<file path="config.mk">
export PLATFORM = sky130hd
export DESIGN_NAME = wb_fabric
export DESIGN_NICKNAME = d
export VERILOG_FILES = /design/src/rtl/wb_fabric_pkg.sv /design/src/rtl/wb_fabric_decode.sv /design/src/rtl/wb_fabric.sv
export SDC_FILE = /design/constraint.sdc
export NUM_CORES = 1
export LEC_CHECK = 0
export BUFFER_PORTS_ARGS = -buffer_cell sky130_fd_sc_hd__clkbuf_2
export CAP_MARGIN = 20
export CORE_MARGIN = 2
export CORE_UTILIZATION = 30
export CTS_CLUSTER_SIZE = 8
export DETAILED_ROUTE_END_ITERATION = 8
export PLACE_DENSITY = 0.72
export SYNTH_ARGS = -nofsm -noshare
export SYNTH_HDL_FRONTEND = slang
export SYNTH_HIERARCHICAL = 1
export SYNTH_SLANG_ARGS = --single-unit
</file>
<file path="constraint.sdc">
create_clock -name clk -period 2.2 [get_ports clk]
set_input_delay 0.22 -clock clk [delete_from_list [all_inputs] [get_ports clk]]
set_output_delay 0.22 -clock clk [all_outputs]
set_load 0.05 [all_outputs]
</file>
<file path="src/rtl/wb_fabric_pkg.sv">
`default_nettype none
// ============================================================================
//  Module      : wb_fabric_pkg
//  Description : Shared definitions for the Wishbone 1-to-N fabric:
//                FSM state encoding, error read-data value and the width of
//                the optional slave-ack timeout counter.
//  Revision    : 1.0  initial release
// ============================================================================
package wb_fabric_pkg;

    typedef enum logic [1:0] {
        IDLE   = 2'd0,
        ACTIVE = 2'd1,
        RESP   = 2'd2
    } state_t;

    // Read data returned to the master on unmapped or timed-out accesses
    localparam logic [7:0] ERR_DATA = 8'hFF;

    // Width of the slave-ack timeout counter
    localparam int TMO_CNT_W = 16;

endpackage : wb_fabric_pkg
`default_nettype wire

</file>
<file path="src/rtl/wb_fabric_decode.sv">
`default_nettype none
// ============================================================================
//  Module      : wb_fabric_decode
//  Description : Purely combinational address decoder. Slave i matches when
//                (adr & MASK[i]) == (BASE[i] & MASK[i]); if several slaves
//                match, the lowest index wins.
//  Ports       : adr_i  - address to decode
//                hit_o  - at least one slave matched
//                sel_o  - one-hot select of the winning slave (0 on miss)
//  Revision    : 1.0  initial release
// ============================================================================
module wb_fabric_decode
    import wb_fabric_pkg::*;
#(
    parameter int                             N_SLAVES   = 8,
    parameter int                             ADDR_W     = 24,
    parameter logic [N_SLAVES*ADDR_W-1:0]     SLAVE_BASE = '0,
    parameter logic [N_SLAVES*ADDR_W-1:0]     SLAVE_MASK = '0
) (
    input  logic [ADDR_W-1:0]   adr_i,
    output logic                hit_o,
    output logic [N_SLAVES-1:0] sel_o
);

    logic [N_SLAVES-1:0] w_match;

    generate
        for (genvar gi = 0; gi < N_SLAVES; gi++) begin : g_match
            localparam logic [ADDR_W-1:0] C_BASE = SLAVE_BASE[gi*ADDR_W +: ADDR_W];
            localparam logic [ADDR_W-1:0] C_MASK = SLAVE_MASK[gi*ADDR_W +: ADDR_W];
            assign w_match[gi] = ((adr_i & C_MASK) == (C_BASE & C_MASK));
        end
    endgenerate

    // Lowest-index priority: keep only the first set bit of the match vector
    always_comb begin
        logic w_found;
        w_found = 1'b0;
        sel_o   = '0;
        for (int i = 0; i < N_SLAVES; i++) begin
            if (w_match[i] && !w_found) begin
                sel_o[i] = 1'b1;
                w_found  = 1'b1;
            end
        end
    end

    assign hit_o = |w_match;

endmodule : wb_fabric_decode
`default_nettype wire

</file>
<file path="src/rtl/wb_fabric.sv">
`default_nettype none
// ============================================================================
//  Module      : wb_fabric
//  Description : Single-master Wishbone fabric fanning out to N_SLAVES slaves.
//                The request is latched in IDLE and decoded; a hit strobes the
//                selected slave in ACTIVE until it acks, then RESP returns a
//                one-cycle m_ack_o with the captured data. A miss goes straight
//                to RESP with m_err_o=1 and data 8'hFF. Dropping m_cyc_i in
//                ACTIVE aborts without an ack.
//  Config      : WB_FABRIC_TIMEOUT_EN - when defined, an ACTIVE phase that sees
//                no ack for TIMEOUT_CYCLES cycles ends in an error response.
//  Ports       : clk, reset (async, active-high)
//                m_*  master side: adr/dat/we/sel/stb/cyc in, dat/ack/err out
//                s_*  slave side : latched adr/dat/we/sel, broadcast cyc,
//                                  one-hot stb out; per-slave dat/ack in
//  Revision    : 1.0  initial release
// ============================================================================
module wb_fabric
    import wb_fabric_pkg::*;
#(
    parameter int                             N_SLAVES       = 8,
    parameter int                             ADDR_W         = 24,
    parameter logic [N_SLAVES*ADDR_W-1:0]     SLAVE_BASE     = '0,
    parameter logic [N_SLAVES*ADDR_W-1:0]     SLAVE_MASK     = '0,
    parameter int                             TIMEOUT_CYCLES = 255
) (
    input  logic                  clk,
    input  logic                  reset,
    input  logic [ADDR_W-1:0]     m_adr_i,
    input  logic [7:0]            m_dat_i,
    output logic [7:0]            m_dat_o,
    input  logic                  m_we_i,
    input  logic                  m_sel_i,
    input  logic                  m_stb_i,
    input  logic                  m_cyc_i,
    output logic                  m_ack_o,
    output logic                  m_err_o,
    output logic [ADDR_W-1:0]     s_adr_o,
    output logic [7:0]            s_dat_o,
    output logic                  s_we_o,
    output logic                  s_sel_o,
    output logic                  s_cyc_o,
    output logic [N_SLAVES-1:0]   s_stb_o,
    input  logic [N_SLAVES*8-1:0] s_dat_i,
    input  logic [N_SLAVES-1:0]   s_ack_i
);

    state_t               state_q, state_d;
    logic [ADDR_W-1:0]    adr_q,   adr_d;
    logic [7:0]           wdat_q,  wdat_d;
    logic                 we_q,    we_d;
    logic                 bsel_q,  bsel_d;
    logic [N_SLAVES-1:0]  slv_q,   slv_d;
    logic [7:0]           rdat_q,  rdat_d;
    logic                 err_q,   err_d;

    logic                 w_hit;
    logic [N_SLAVES-1:0]  w_sel;
    logic                 w_ack;
    logic [7:0]           w_rdat;
    logic                 w_expire;

    wb_fabric_decode #(
        .N_SLAVES   (N_SLAVES),
        .ADDR_W     (ADDR_W),
        .SLAVE_BASE (SLAVE_BASE),
        .SLAVE_MASK (SLAVE_MASK)
    ) u_decode (
        .adr_i (m_adr_i),
        .hit_o (w_hit),
        .sel_o (w_sel)
    );

    // Only the latched slave's ack counts; others are ignored
    assign w_ack = |(s_ack_i & slv_q);

    always_comb begin
        w_rdat = '0;
        for (int i = 0; i < N_SLAVES; i++) begin
            if (slv_q[i]) begin
                w_rdat = w_rdat | s_dat_i[i*8 +: 8];
            end
        end
    end

`ifdef WB_FABRIC_TIMEOUT_EN
    // Counter value during the last ACTIVE cycle before expiry: the count
    // reaches TIMEOUT_CYCLES as that cycle ends.
    localparam logic [TMO_CNT_W-1:0] C_TMO_LAST = TMO_CNT_W'(TIMEOUT_CYCLES - 1);

    logic [TMO_CNT_W-1:0] tmo_q, tmo_d;

    always_comb begin
        tmo_d = tmo_q;
        if (state_q == ACTIVE) begin
            tmo_d = tmo_q + 1'b1;
        end else if (state_d == ACTIVE) begin
            tmo_d = '0;
        end
    end

    always_ff @(posedge clk or posedge reset) begin
        if (reset) begin
            tmo_q <= '0;
        end else begin
            tmo_q <= tmo_d;
        end
    end

    assign w_expire = (tmo_q == C_TMO_LAST);
`else
    assign w_expire = 1'b0;
`endif

    always_comb begin
        state_d = state_q;
        adr_d   = adr_q;
        wdat_d  = wdat_q;
        we_d    = we_q;
        bsel_d  = bsel_q;
        slv_d   = slv_q;
        rdat_d  = rdat_q;
        err_d   = err_q;

        case (state_q)
            IDLE: begin
                if (m_cyc_i && m_stb_i) begin
                    adr_d  = m_adr_i;
                    wdat_d = m_dat_i;
                    we_d   = m_we_i;
                    bsel_d = m_sel_i;
                    slv_d  = w_sel;
                    if (w_hit) begin
                        state_d = ACTIVE;
                    end else begin
                        state_d = RESP;
                        rdat_d  = ERR_DATA;
                        err_d   = 1'b1;
                    end
                end
            end
            ACTIVE: begin
                // Priority: master abort, then slave ack, then timeout
                if (!m_cyc_i) begin
                    state_d = IDLE;
                end else if (w_ack) begin
                    state_d = RESP;
                    rdat_d  = w_rdat;
                    err_d   = 1'b0;
                end else if (w_expire) begin
                    state_d = RESP;
                    rdat_d  = ERR_DATA;
                    err_d   = 1'b1;
                end
            end
            RESP: begin
                state_d = IDLE;
            end
            default: begin
                state_d = IDLE;
            end
        endcase
    end

    always_ff @(posedge clk or posedge reset) begin
        if (reset) begin
            state_q <= IDLE;
            adr_q   <= '0;
            wdat_q  <= '0;
            we_q    <= 1'b0;
            bsel_q  <= 1'b0;
            slv_q   <= '0;
            rdat_q  <= '0;
            err_q   <= 1'b0;
        end else begin
            state_q <= state_d;
            adr_q   <= adr_d;
            wdat_q  <= wdat_d;
            we_q    <= we_d;
            bsel_q  <= bsel_d;
            slv_q   <= slv_d;
            rdat_q  <= rdat_d;
            err_q   <= err_d;
        end
    end

    assign s_adr_o = adr_q;
    assign s_dat_o = wdat_q;
    assign s_we_o  = we_q;
    assign s_sel_o = bsel_q;
    assign s_cyc_o = (state_q == ACTIVE);
    assign s_stb_o = (state_q == ACTIVE) ? slv_q : '0;
    assign m_ack_o = (state_q == RESP);
    assign m_err_o = (state_q == RESP) && err_q;
    assign m_dat_o = rdat_q;

endmodule : wb_fabric
`default_nettype wire

</file>
==> impl_metrics.tcl, run 1 <==
set metrics [dict create \
    clock_path_buffers 2 \
    ys_async_sr_fraction_pct 100.0 \
    core_area_um2 8217 \
    h-tree-depth 2 \
    synthTopCellsByCount "dfrtp_1, mux2_2, a22oi_1" \
    path_class "flip-flop to flip-flop" \
    cp-end-kind "flip-flop" \
    grtUsageTotal_pct 14.70 \
    crit_chain "nand2_1 -> and4_4 -> a21oi_4 -> mux2_2" \
    cts-root-buf "clkbuf_8" \
    tritoncts "built" \
    final-setup-viol-count 0 \
    final_nets 470 \
    initial_core_util_pct 30.88 \
    ys_warn_count 6 \
    synth_top_cell_area_share_pct 52.27 \
    gp_congestion 0.7834 \
    numCtsBuffers 5 \
    remaining_drc_errors 0 \
    drive_gt1_share_pct 65.37 \
    num_vias 2291 \
    clock_latency_ps 300 \
    antenna_found_initial 0 \
    pin_count 163 \
    ys_types 25 \
    hp-class "primary input to flip-flop" \
    whs_ps 149.8 \
    rows 33 \
    synthesis.area_um2 2537 \
    maxCapViolations 0 \
    crit_family "flip-flops" \
    multiInputGateArea_um2 1090 \
    synthCells 198 \
    drt_wl_total_um 7110 \
    port_buffers 162 \
    period_share_pct 80.14 \
    clk_pin_slew_worst_paths_ps 90 \
    seq_area_um2 1326 \
    skew_ps 7.085 \
    synthFlopType "dfrtp_1" \
    seq_area_frac_synth_pct 52.27 \
    start_kind "flip-flop" \
    setup_tns_ps 0 \
    cpMaxStageDelayCell "dfrtp_1" \
    die_h_um 95.97 \
    grt_pass1_vias 2211 \
    area_delta_synth_final_pct 40.83 \
    clock_sinks 53 \
    nFillCells 819 \
    die_area_um2 9209 \
    power_density_nw_per_um2 873.2 \
    hold_viol 0 \
    p_leak_uw 0.001752 \
    rsz0062_at_grt "false" \
    synth_edf_count 0 \
    synth.largest_area_cell "dfrtp_1" \
    final_max_slew_viol_count 0 \
    grt_max_degree 54 \
    hpwl_um 5594 \
    period_needed_ps 1763 \
    synth_area_leaders "dfrtp_1, mux2_2, a22oi_1" \
    die_w_um 95.97 \
    syn_avg_cell_area_um2 12.82 \
    grt_remaining_overflow 0 \
    viasPerCell 4.916 \
    firstDrtPassIters 5 \
    synth_seq_cells 53 \
    worst-path-buf-inv 0 \
    ant_nets 0 \
    drtIter0Drc 95 \
    grt_pass1_wl_um 10410 \
    irDropWorstVdd_uv 382.6 \
    wl_per_cell_um 15.26 \
    synth.most_common_cell "dfrtp_1" \
    crit_path_max_incr_delay_ps 620 \
    cp.required_ps 2380 \
    critPathMaxFanout 11 \
    cp.arrival_ps 1950 \
    status "finished clean" \
    timing.fmax_ghz 0.5672 \
    antenna_cells 0 \
]
## flip-flops by register name, summed over array words and instances (netlist names)
register and flops:
err_q 1, state_q 2, s_dat_o 8, s_sel_o 1, slv_q 8, s_adr_o 24, m_dat_o 8, s_we_o 1
## kinds of logic after synthesis
logic type      count (synthesis)  share of synthesized area (%)
compound gates                 39                          12.38
other cells                     2                         0.2960
flops                          53                          52.27
mux                            50                          22.19
buf+inv                        27                          5.867
simple gates                   27                          7.002
## report_power, final
| part | switching [uW] | internal (uW) | leakage (uW) |
|---|---|---|---|
| logic | 842 | 414 | 0.00110 |
| clock network | 298 | 285 | 0.0000542 |
| registers | 131 | 1150 | 0.000603 |
## worst reg2reg max path: cells and delay by family (launching register included)
kind            cells  cell delay, ps
flops               1             620
mux                 1             390
compound gates      1             340
simple gates        2             300
## final cells by class
cell class	instances	area share, %
Clock inverter	1	0.1401
Tap cell	105	3.676
Inverter	3	0.3151
Clock buffer	7	2.696
Multi-Input combinational cell	125	30.50
Sequential cell	53	37.11
Timing Repair Buffer	172	25.56
## layer usage
metal  share of wire (%)  track usage [%]  routed length, um
met1                  37            16.19               2663
met2                  53            28.21               3769
met3                 8.4            3.524                597
met4                 1.1            3.452                 79
met5                   0                0                  0
## placed cells by master, fill, tap and decap left out, types with 2 or more instances in the layout
cell	instances
clkbuf_2	162
dfrtp_1	53
mux2_2	50
a22oi_1	25
and2_1	9
conb_1	9
a221oi_1	8
nand4_1	8
clkbuf_8	7
buf_4	7
nor2b_1	4
inv_2	2
nand2_1	2
buf_12	2
## repair_timing
item	in CTS	in global routing
hold buffers	1	0
buffers inserted	0	0
gates resized for setup	0	0
endpoints found under the hold margin	53	0
## stage by stage
step	utilization [%]	cells	total power, uW	cell area, um^2	setup WS, ps
2_1_floorplan	-	205	2174	2564	198.2
3_3_place_gp	42.13	457	2531	3462	505.3
3_5_place_dp	42.13	457	2561	3462	477.3
4_1_cts	43.49	466	3165	3573	449.8
5_1_grt	43.49	466	3286	3573	386.1
6_report	43.49	466	3120	3573	437.0
## worst paths after layout
path / start / end / slack, ps / cells past startpoint
max: slv_q[4] / m_dat_o[1] / 440 / 4
min: m_adr_i[7] / s_adr_o[7] / 150 / 2
max reg2reg: slv_q[4] / m_dat_o[1] / 440 / 4
min reg2reg: s_adr_o[17] / s_adr_o[17] / 510 / 1
max in group asynchronous: reset / slv_q[6] / 1470 / 4
min in group asynchronous: reset / m_dat_o[7] / 500 / 4
No activity file was read; power rests on OpenSTA's default activity.
==> run 2, diff against run 1 <==
clock period = 1.7 ns   (was 2.2 ns; I/O delays follow)
==> run 2 against run 1 <==
- final area rose by 2.2%
- final cell count is 0.86% higher
- count of clock-buffer cells in the layout unchanged
- worst hold slack worse by 54 ps
- sequential cell count stayed put
- sequential power rose by 27%
- global-route usage increased by 0.58 points
- clock power is 21% higher
- critical path depth up 1
- wire length increased by 1.1%
- core utilization up 0.97 points
- worst setup slack worse by 330 ps
- largest cell class unchanged
- highest routed layer unchanged
==> impl_metrics.tcl, run 2 (synthesized netlist as in run 1, its figures left out) <==
set metrics [dict create \
    r2r-end "m_dat_o[6]" \
    crit_family "buffers and inverters" \
    r2r_start "state_q[0]" \
    clockPowerShare_pct 17.6 \
    intPower_uw 2380 \
    crit_chain "nand2b_4 -> inv_2 -> buf_4 -> and2_1 -> buf_4" \
    cp.arrival_ps 1420 \
    path_class "flip-flop to primary output" \
    timing.fmax_ghz 0.6271 \
    clock_latency_ps 300 \
    final_nets 475 \
    pin_count 163 \
    port_buffers 162 \
    nFillCells 799 \
    rows 33 \
    timing.final.ws_setup_ps 105.5 \
    antenna_cells 0 \
    worst-path-buf-inv 3 \
    swShare_pct 40.85 \
    core_area_um2 8217 \
    path_common_cell "buf_4" \
    grt_pass1_vias 2190 \
    area_delta_synth_final_pct 43.98 \
    largest_register_ffs 24 \
    crit_start "state_q[1]" \
    firstDrtPassIters 4 \
    numCtsBuffers 5 \
    setup_tns_ps 0 \
    period_needed_ps 1595 \
    status "finished clean" \
    period_share_pct 93.80 \
    post_dp_cell_area_um2 3515 \
    die_w_um 95.97 \
    combPwrFrac_pct 42.0 \
    power.switching_uw 1644 \
    final-setup-viol-count 0 \
    crit_path_max_incr_delay_ps 410 \
    antenna_found_initial 0 \
    drt_wl_total_um 7191 \
    final_common_cell "clkbuf_2" \
    viasPerCell 4.872 \
    skew_ps 4.362 \
    cpMaxStageDelayCell "dfrtp_1" \
    min_from "m_adr_i[12]" \
    gp_congestion 0.8974 \
    maxCapViolations 0 \
    cp-end-kind "primary output" \
    reg2regPathDepth 5 \
    grt_max_degree 23 \
    hold_viol 0 \
    ant_nets 0 \
    irDropWorstVdd_uv 503.3 \
    drive_gt1_share_pct 66.03 \
    clock_sinks 53 \
    grt_remaining_overflow 0 \
    h-tree-depth 2 \
    hold_depth 2 \
    power_density_nw_per_um2 1101 \
    wl_met2_um 3670 \
    post_cts_buffers 0 \
    critPathMaxFanout 10 \
    rrSetupSlack_ps 120 \
    min_to "s_adr_o[12]" \
    final_cell_mix "clkbuf_2, dfrtp_1, mux2_2" \
    hp-class "primary input to flip-flop" \
    wl_per_cell_um 15.30 \
    start_kind "flip-flop" \
    clk_pin_slew_worst_paths_ps 90 \
    die_area_um2 9209 \
    num_vias 2290 \
    seq_power_share_pct 40.4 \
    wl_met1_um 2699 \
    seq_area_um2 1326 \
    cts-root-buf "clkbuf_8" \
    tritoncts "built" \
    remaining_drc_errors 0 \
    clock_path_buffers 2 \
    drtIter0Drc 81 \
    design_area_um2 3654 \
    final_max_slew_viol_count 0 \
    grt_pass1_wl_um 10670 \
    rsz0062_at_grt "false" \
    cp.required_ps 1530 \
    p_leak_uw 0.001782 \
    die_h_um 95.97 \
    multiInputGateArea_um2 1100 \
    wl_met3_um 656 \
    hpwl_um 5611 \
    grtUsageTotal_pct 15.28 \
    topRoutingLayerUsed "met4" \
    dpl_worst_slack_ps 117.3 \
    initial_core_util_pct 30.88 \
]
## run 2: cell types whose count changed in the layout (fill, tap and decap cells not counted), sizes merged
| cell | previous run | this run |
|---|---|---|
| clkbuf | 169 | 161 |
| buf | 9 | 22 |
| clkinv | 1 | 0 |
## run 2: through the flow
stage                     utilization, %  total power [uW]  instances  hold slack, ps
final                              44.46              4024        470           95.95
after CTS                          44.19              4071        470           84.55
after global placement             42.77              3303        462           178.0
after floorplan                        -              2814        205           307.7
after global routing               44.46              4246        470           77.60
after detailed placement           42.77              3340        462           185.1
## run 2: cell type report
class	instances	share of cell area [%]
Tap cell	105	3.596
Multi-Input combinational cell	125	30.10
Inverter	3	0.3082
Timing Repair Buffer	177	27.33
Clock buffer	7	2.363
Sequential cell	53	36.30
## run 2: power by group through the flow
stage / Clock, uW / Sequential (uW) / Combinational (uW)
detailed placement: 0 / 1650 / 1690
CTS: 744 / 1630 / 1700
finish: 708 / 1630 / 1690
global route: 794 / 1660 / 1790
floorplan: 0 / 2260 / 555
global placement: 0 / 1640 / 1660
## run 2: worst max-delay path by stage
stage                       endpoint  slack, ps  depth (start not counted)
after floorplan           s_stb_o[0]         40                          5
after global placement    m_dat_o[6]        190                          5
after detailed placement  m_dat_o[5]        120                          5
after CTS                 s_stb_o[7]         30                          5
after global routing      s_stb_o[5]         40                          5
final                     s_stb_o[1]        110                          5
## run 2: what timing repair did
action / CTS / global route
hold buffers: 1 / 0
pin swaps: 0 / 0
hold endpoints to repair: 17 / 0
setup endpoints to repair: 8 / 8
gates resized for setup: 8 / 13
## run 2: routing by layer
metal	up-vias	track usage [%]
li1	1055	-
met1	1096	17.41
met2	120	26.63
met3	19	4.699
met4	0	6.071
met5	-	0
==> run 3, diff against run 2 <==
ABC_AREA = 1   (was default)
PLACE_DENSITY = 0.7   (was 0.72)
==> run 3 against run 2 <==
- via count up 17%
- first-iteration DRC count up 21%
- final cell count up 34%
- critical path type unchanged
- critical endpoint is now s_stb_o[7]
- highest routed layer unchanged
==> impl_metrics.tcl, run 3 <==
set metrics [dict create \
    path_class "flip-flop to primary output" \
    post_dp_cell_area_um2 3727 \
    clk_pin_slew_worst_paths_ps 90 \
    grt_pass1_wl_um 12290 \
    cp-end-kind "primary output" \
    r2r-end "slv_q[4]" \
    ant_nets 0 \
    grtUsageTotal_pct 15.17 \
    irDropWorstVdd_uv 621.5 \
    reg2regPathDepth 5 \
    tritoncts "built" \
    firstDrtPassIters 4 \
    h-tree-depth 2 \
    ys_async_sr_fraction_pct 100.0 \
    maxCapViolations 0 \
    port_buffers 162 \
    status "finished clean" \
    rows 35 \
    hp-class "primary input to flip-flop" \
    ys_types 22 \
    drtIter0Drc 98 \
    viasPerCell 4.260 \
    synth_seq_cells 53 \
    clock_path_buffers 2 \
    hold_depth 2 \
    skew_ps 8.857 \
    synthTopCellsByCount "nand2_1, dfrtp_1, nor2_1, mux2_2, inv_1" \
    grt_remaining_overflow 0 \
    final_max_slew_viol_count 0 \
    synth_area_leaders "dfrtp_1, nand2_1, mux2_2" \
    period_needed_ps 1604 \
    cp.required_ps 1530 \
    combPwrFrac_pct 41.4 \
    grt_max_degree 37 \
    hold_viol 0 \
    power_density_nw_per_um2 1134 \
    grt_pass1_vias 2618 \
    pin_count 163 \
    final_common_cell "clkbuf_2" \
    r2r_start "state_q[0]" \
    ys_warn_count 6 \
    whs_ps 85.58 \
    drt_wl_total_um 7877 \
    power.switching_uw 1870 \
    antenna_found_initial 0 \
    final-setup-viol-count 0 \
    num_vias 2684 \
    clock_sinks 53 \
    core_area_um2 9240 \
    largest_register_ffs 24 \
    numCtsBuffers 5 \
    area_delta_synth_final_pct 35.20 \
    drive_gt1_share_pct 43.11 \
    die_w_um 101.7 \
    final_nets 610 \
    cp.arrival_ps 1430 \
    seq_area_frac_synth_pct 46.35 \
    synthesis.area_um2 2861 \
    initial_core_util_pct 30.97 \
    die_h_um 101.7 \
    wl_per_cell_um 12.50 \
    crit_start "state_q[1]" \
    antenna_cells 0 \
    synth.most_common_cell "nand2_1" \
    critPathMaxFanout 18 \
    synthCells 339 \
    seq_power_share_pct 38.9 \
    rrSetupSlack_ps 220 \
    timing.final.ws_setup_ps 96.30 \
    endpoint "s_stb_o[7]" \
    dpl_worst_slack_ps 208.2 \
    hpwl_um 6463 \
    design_area_um2 3869 \
    swShare_pct 42.62 \
    timing.fmax_ghz 0.6236 \
    clock_latency_ps 300 \
    synth_edf_count 0 \
    clockPowerShare_pct 19.7 \
    remaining_drc_errors 0 \
    synthFlopType "dfrtp_1" \
    synth_top_cell_area_share_pct 46.35 \
    gp_congestion 0.7849 \
    die_area_um2 10340 \
    start_kind "flip-flop" \
    synth.largest_area_cell "dfrtp_1" \
    p_leak_uw 0.002272 \
    post_cts_buffers 0 \
    cts-root-buf "clkbuf_8" \
    period_share_pct 94.34 \
    syn_avg_cell_area_um2 8.441 \
    intPower_uw 2518 \
    final_cell_mix "clkbuf_2, nand2_1, dfrtp_1" \
    rsz0062_at_grt "true" \
]
## run 3: area by class of cell
| cell class | instances | area [um^2] |
|---|---|---|
| fillers | 963 | 5371 |
| well taps | 129 | 161.4 |
| multi-input cells | 241 | 1262 |
| clock inverters | 1 | 30.03 |
| clock buffers | 7 | 86.33 |
| repair buffers | 170 | 888.4 |
| flip-flops and latches | 53 | 1326 |
| inverters | 29 | 113.9 |
## run 3: power groups by stage
stage | registers (uW) | logic [uW] | clock network, uW
after global routing | 1740 | 1960 | 958
after global placement | 1720 | 1800 | 0
after detailed placement | 1730 | 1830 | 0
after CTS | 1710 | 1830 | 899
final | 1710 | 1820 | 863
after floorplan | 2400 | 664 | 0
## run 3: cells by family after synthesis
| group | share of synthesized area [%] |
|---|---|
| buffers and inverters | 10.63 |
| other | 0.2625 |
| flip-flops | 46.35 |
| AND/OR/NAND/NOR | 27.24 |
| AO/OA/AOI/OAI | 2.143 |
| multiplexers | 13.38 |
## run 3: worst max-delay path, stage by stage, from the launching register on
cell and delay (ps):
dfrtp_1 420, inv_1 150, nand2_4 170, nor2_1 120, buf_2 280
## run 3: layer usage
metal,GRT usage (%),vias to the layer above,wire [um]
li1,-,1344,-
met1,17.50,1243,3033
met2,28.14,95,4152
met3,4.348,2,672
met4,2.495,0,18
met5,0,-,0
## run 3: metrics by stage
stage / utilization [%] / total power [uW] / setup TNS [ps] / instances
global route: 41.87 / 4660 / -9.876 / 630
global placement: 40.34 / 3517 / 0 / 621
finish: 41.87 / 4388 / 0 / 630
floorplan: - / 3066 / 0 / 346
CTS: 41.71 / 4444 / 0 / 630
detailed placement: 40.34 / 3564 / 0 / 621
## run 3: worst min-delay path by stage
| stage | from | end | slack, ps |
|---|---|---|---|
| floorplan | m_adr_i[13] | s_adr_o[13] | 300 |
| global placement | reset | s_dat_o[3] | 170 |
| detailed placement | reset | s_adr_o[3] | 170 |
| CTS | m_adr_i[13] | s_adr_o[13] | 70 |
| global route | m_adr_i[13] | s_adr_o[13] | 70 |
| finish | m_adr_i[9] | s_adr_o[9] | 90 |
## run 3: repair_timing
item / 4_1_cts / 5_1_grt
endpoints found under the setup margin: 0 / 8
endpoints found under the hold margin: 18 / 0
hold buffers: 1 / 0
gates resized for setup: 0 / 16
